**src/rtl/pace_pkg.sv**
```systemverilog
// Shared constants and state encoding for the game pace generator.
// Imported by pace_gen and its prescaler.
package pace_pkg;

    localparam int PRESCALE_DEF = 25000;
    localparam int BASE_MS_DEF  = 250;
    localparam int STEP_MS_DEF  = 16;
    localparam int MAX_LVL_DEF  = 12;
    localparam int APPLES_DEF   = 4;

    typedef enum logic [0:0] {
        ST_RUN  = 1'b0,
        ST_HALT = 1'b1
    } state_t;

    function automatic logic [7:0] sat_inc8(input logic [7:0] v);
        return (v == 8'hFF) ? v : v + 8'd1;
    endfunction

endpackage

```
**src/rtl/pace_gen_ms_strobe.sv**
```systemverilog
// Free-running prescaler producing a registered one-cycle ms strobe.
// Keeps counting regardless of game state.
module ms_strobe
    import pace_pkg::*;
#(
    parameter int PRESCALE = PRESCALE_DEF
) (
    input  logic clk,
    input  logic rst_n,
    output logic o_strobe
);

    localparam logic [15:0] LAST = 16'(PRESCALE - 1);

    logic [15:0] cnt;

    // wrap the prescaler and flag the wrap one cycle later
    always_ff @(posedge clk or negedge rst_n) begin
        if (!rst_n) begin
            cnt      <= '0;
            o_strobe <= 1'b0;
        end else begin
            cnt      <= (cnt == LAST) ? '0 : cnt + 16'd1;
            o_strobe <= (cnt == LAST);
        end
    end

endmodule

```
**src/rtl/pace_gen.sv**
```systemverilog
// Game pace generator: ms-based phase toggling whose half-period
// shrinks as apples are eaten; halts on game end until restart.
module pace_gen
    import pace_pkg::*;
#(
    parameter int PRESCALE         = PRESCALE_DEF,
    parameter int BASE_MS          = BASE_MS_DEF,
    parameter int STEP_MS          = STEP_MS_DEF,
    parameter int MAX_LEVEL        = MAX_LVL_DEF,
    parameter int APPLES_PER_LEVEL = APPLES_DEF
) (
    input  logic       clk,
    input  logic       rst_n,
    input  logic       i_restart,
    input  logic       i_eat,
    input  logic       i_failure,
    input  logic       i_success,
    output logic       o_phase,
    output logic [3:0] o_level,
    output logic [7:0] o_score,
    output logic       o_running
);

    localparam logic [3:0] LVL_MAX  = 4'(MAX_LEVEL);
    localparam logic [3:0] APL_LAST = 4'(APPLES_PER_LEVEL - 1);

    state_t     state;
    logic       strobe;
    logic       run;
    logic [7:0] ivl;
    logic [3:0] apples;
    logic [7:0] half_p;
    logic [7:0] half_m1;

    ms_strobe #(
        .PRESCALE(PRESCALE)
    ) u_ms (
        .clk     (clk),
        .rst_n   (rst_n),
        .o_strobe(strobe)
    );

    assign run = (state == ST_RUN);

    // current half-period in ms and its last-count threshold
    always_comb begin
        half_p  = 8'(BASE_MS) - 8'(int'(o_level) * STEP_MS);
        half_m1 = half_p - 8'd1;
    end

    // run/halt control; o_running mirrors the state register
    always_ff @(posedge clk or negedge rst_n) begin
        if (!rst_n) begin
            state     <= ST_RUN;
            o_running <= 1'b1;
        end else if (i_restart) begin
            state     <= ST_RUN;
            o_running <= 1'b1;
        end else if (run && (i_failure || i_success)) begin
            state     <= ST_HALT;
            o_running <= 1'b0;
        end
    end

    // interval counting; >= lets a shortened period fire at once
    always_ff @(posedge clk or negedge rst_n) begin
        if (!rst_n) begin
            ivl     <= '0;
            o_phase <= 1'b0;
        end else if (i_restart) begin
            ivl <= '0;
        end else if (run && strobe) begin
            if (ivl >= half_m1) begin
                ivl     <= '0;
                o_phase <= ~o_phase;
            end else begin
                ivl <= ivl + 8'd1;
            end
        end
    end

    // score, apple count and speed level
    always_ff @(posedge clk or negedge rst_n) begin
        if (!rst_n) begin
            o_score <= '0;
            o_level <= '0;
            apples  <= '0;
        end else if (i_restart) begin
            o_score <= '0;
            o_level <= '0;
            apples  <= '0;
        end else if (run && i_eat) begin
            o_score <= sat_inc8(o_score);
            if (apples == APL_LAST) begin
                apples <= '0;
                if (o_level != LVL_MAX)
                    o_level <= o_level + 4'd1;
            end else begin
                apples <= apples + 4'd1;
            end
        end
    end

endmodule

```
**config.mk**
```make
export PLATFORM = sky130hd
export DESIGN_NAME = pace_gen
export DESIGN_NICKNAME = d
export VERILOG_FILES = /design/src/rtl/pace_pkg.sv /design/src/rtl/pace_gen_ms_strobe.sv /design/src/rtl/pace_gen.sv
export SDC_FILE = /design/constraint.sdc
export NUM_CORES = 1
export LEC_CHECK = 0
export ABC_AREA = 1
export ABC_CLOCK_PERIOD_IN_PS = 1800
export CAP_MARGIN = 20
export CORE_MARGIN = 4
export CORE_UTILIZATION = 60
export CTS_BUF_LIST = sky130_fd_sc_hd__clkbuf_8
export DETAILED_ROUTE_END_ITERATION = 10
export HOLD_SLACK_MARGIN = 0.08
export MAX_ROUTING_LAYER = met4
export PLACE_DENSITY_LB_ADDON = 0.08
export SKIP_CTS_REPAIR_TIMING = 1
export SYNTH_ARGS = -nofsm -noshare
export SYNTH_HDL_FRONTEND = slang
export SYNTH_SLANG_ARGS = --single-unit
export TNS_END_PERCENT = 50
```
**constraint.sdc**
```tcl
create_clock -name clk -period 1.8 [get_ports clk]
set_input_delay 0.27 -clock clk [delete_from_list [all_inputs] [get_ports clk]]
set_output_delay 0.27 -clock clk [all_outputs]
set_load 0.02 [all_outputs]
```
==> metrics.cfg, run 1 <==
[power_and_ir_drop]
power_frac_seq = 0.512
power_leakage_nw = 1.468
power.share.clock = 0.361
power_density_nw_per_um2 = 694.7
p_sw_frac = 0.2582
ir_worst_vdd_mv = 0.5361
combPwrFrac = 0.127
p_int_mw = 1.544
netSwitchingPower_uw = 537.2

[logic_synthesis]
yosysSeqAreaShare = 0.4238
ys_types = 28
async_flop_share = 1.000
yosys_warnings = 0
yosysMostFrequentCell = nand2_1
syn_avg_cell_area_um2 = 7.584
synth-edff-count = 0
synth_ff_type = dfrtp_1
synth_top_area_share = 0.4137
synthTopCellsByArea = dfrtp_1 41%, nand2_1 12%, inv_1 7.5%
syn-instance-count = 343
synth_largest_area_cell = dfrtp_1
synth_common_cells = 84 x nand2_1, 52 x inv_1, 47 x nor2_1
syn_area_um2 = 2601
synth_fp_nets = 361
synth_seq_cells = 44

[worst_setup_path]
max_stage_delay_ns = 0.59
critPathArrivalTime_ns = 1.44
r2r-start = o_level[3]$_DFFE_PN0P_
critical_path_class = flop to primary output
crit_buf_inv = 1
cp_cell_sequence = clkdlybuf4s50_1
worstSetupEndpointType = primary output
crit_family = buffers and inverters
crit_slowest_cell = clkdlybuf4s50_1
cp_max_fo = 2
start_kind = flop
worstPathRequired_ns = 1.53
crit_path_start = o_running$_DFFE_PN1P_

[timing]
period_share = 0.9478
fmax_mhz = 586.2
finalHoldViolCount = 0
rsz0062_at_grt = false
final-setup-viol-count = 0
fin_skew_ns = 0.01164
tns_ns = 0
maxSlewViolCount = 0
slew_headroom = 0.6272
tightest_slew_ns = 0.5592
period_minus_slack_ns = 1.706

[cts]
tritoncts = yes
htree_levels = 2
clock_sinks = 44
cts_buffers = 5
cts-root-buf = clkbuf_8
clk_latency_ns = 0.30
clk_pin_slew_ns = 0.09
cts.path.max_buffers = 2

[global_routing]
gr-usage-met1 = 0.2772
grt_busiest_layer = met2
use_met3 = 0.05062
antenna_found_initial = 0
grt_pass1_vias = 2161
overflow = 0
grtUsageTotal = 0.2285
grt_max_degree = 45
grtUsageMet2 = 0.3740
grt_pass1_wl_um = 9370

[floorplanning]
die_area_um2 = 5453
io_pins = 20
core_area_um2 = 4086
row_count = 23
initial_utilization = 0.6366
die_w_um = 73.85
fp.dieH_um = 73.85

[placement]
place_hpwl_um = 3793
port_buffers = 19
gp_congestion = 0.8580
dp_cells = 415

[route]
drtIter0Drc = 153
totalWireLength_um = 5177
routedWlPerCell_um = 12.21
viasPerCell = 5.248
num_vias = 2225
drt-pass1-iter-count = 4
drc = 0
ant_nets = 0

[finish]
seqCellArea_um2 = 1102
nets = 391
stdcell_count = 424
diodes = 0
multi_input_area_um2 = 1276
n_fill_cell = 333
layout-drive-gt1-share = 0.08824
syn_to_final_growth_pct = 15.15

[flow_run]
drv_cap = 0

[outcome]
status = finished, final reports clean

[min_path]
hp-class = flop to flop
worstHoldStart = o_running$_DFFE_PN1P_

==> through the flow <==
step                utilization  total power [mW]  instance area [µm²]  hold slack, ns  worst slack, ns
floorplan                     -             1.221                 2601        -0.02559           0.2311
global placement         0.7042             1.341                 2878          0.3757           0.1447
detailed placement       0.7042             1.348                 2878          0.3806          0.07668
CTS                      0.7306             2.091                 2985         0.04780          0.07947
global route             0.7330             2.185                 2995          0.5191          0.01744
finish                   0.7330             2.081                 2995          0.4749          0.09401
==> final timing paths <==
| kind | to | slack [ns] | cells past startpoint |
|---|---|---|---|
| worst min-delay path | o_running$_DFFE_PN1P_ | 0.47 | 2 |
| worst max register to register | ivl[6]$_DFFE_PN0P_ | 0.15 | 6 |
| max in group asynchronous | u_ms.cnt[12]$_DFF_PN0_ | 0.83 | 3 |
| worst max-delay path | o_running | 0.09 | 1 |
| min in group asynchronous | o_level[3]$_DFFE_PN0P_ | 0.57 | 3 |
| worst min register to register | o_running$_DFFE_PN1P_ | 0.47 | 2 |
==> worst register-to-register path, cell delays in order (launching register included) <==
cell and delay (ns):
dfrtp_1 0.46, ha_1 0.32, nand2_1 0.09, inv_1 0.04, a21oi_1 0.19, nand4_2 0.24, o21bai_1 0.22
==> metal layers <==
| metal | vias up | share of wire |
|---|---|---|
| met3 | 6 | 0.025 |
| met1 | 1052 | 0.46 |
| met2 | 28 | 0.50 |
| li1 | 1139 | - |
| met5 | - | 0 |
| met4 | 0 | 0.013 |
==> cell families after synthesis <==
logic type      Yosys count  synth area share
simple gates            183            0.3102
buf+inv                  57           0.08562
flops                    44            0.4238
compound gates           36           0.08562
fa+ha+maj                12           0.05772
xor+xnor                 11           0.03704
==> area by class of cell <==
class / instances / area share
Inverter: 53 / 0.06642
Multi-Input combinational cell: 242 / 0.4261
Clock buffer: 5 / 0.02297
Timing Repair Buffer: 27 / 0.08271
Sequential cell: 44 / 0.3680
Tap cell: 50 / 0.02089
Clock inverter: 3 / 0.01295
==> registers in the layout, indices dropped and copies added (netlist names) <==
signal         cells
o_phase            1
o_level            4
o_running          1
state              1
apples             4
u_ms.o_strobe      1
ivl                8
o_score            8
u_ms.cnt          16
==> power by group through the flow <==
stage	clock [mW]	combinational [mW]	sequential, mW
3_3_place_gp	0	0.258	1.08
6_report	0.751	0.264	1.07
2_1_floorplan	0	0.111	1.11
3_5_place_dp	0	0.263	1.08
4_1_cts	0.761	0.265	1.07
5_1_grt	0.814	0.297	1.07
==> cell usage in the layout (no fill, tap or decap), drive strengths merged <==
master and count:
nand2 85, clkbuf 5, clkdlybuf4s50 18, xnor2 1
o21bai 9, a21oi 7, dfstp 1, clkinv 1
nand3b 5, nand3 29, inv 54, dfrtp 43
and3 1, o21ai 18, nand4 8, nor3 2
bufinv 1, xor2 10, ha 12, o21a 1
a211oi 1, nor2 53, dlygate4sd3 1, buf 8
(Power assumes the default switching activity.)
==> run 2: changes to the inputs <==
--- a/config.mk
+++ b/config.mk
@@ -7,10 +7,10 @@
 export LEC_CHECK = 0
 export ABC_AREA = 1
 export ABC_CLOCK_PERIOD_IN_PS = 1800
-export CAP_MARGIN = 20
 export CORE_MARGIN = 4
 export CORE_UTILIZATION = 60
 export CTS_BUF_LIST = sky130_fd_sc_hd__clkbuf_8
+export CTS_CLUSTER_SIZE = 10
 export DETAILED_ROUTE_END_ITERATION = 10
 export HOLD_SLACK_MARGIN = 0.08
 export MAX_ROUTING_LAYER = met4
==> results of run 2 <==
Same layout as run 1: the final DEF is identical, and so are final timing and power.
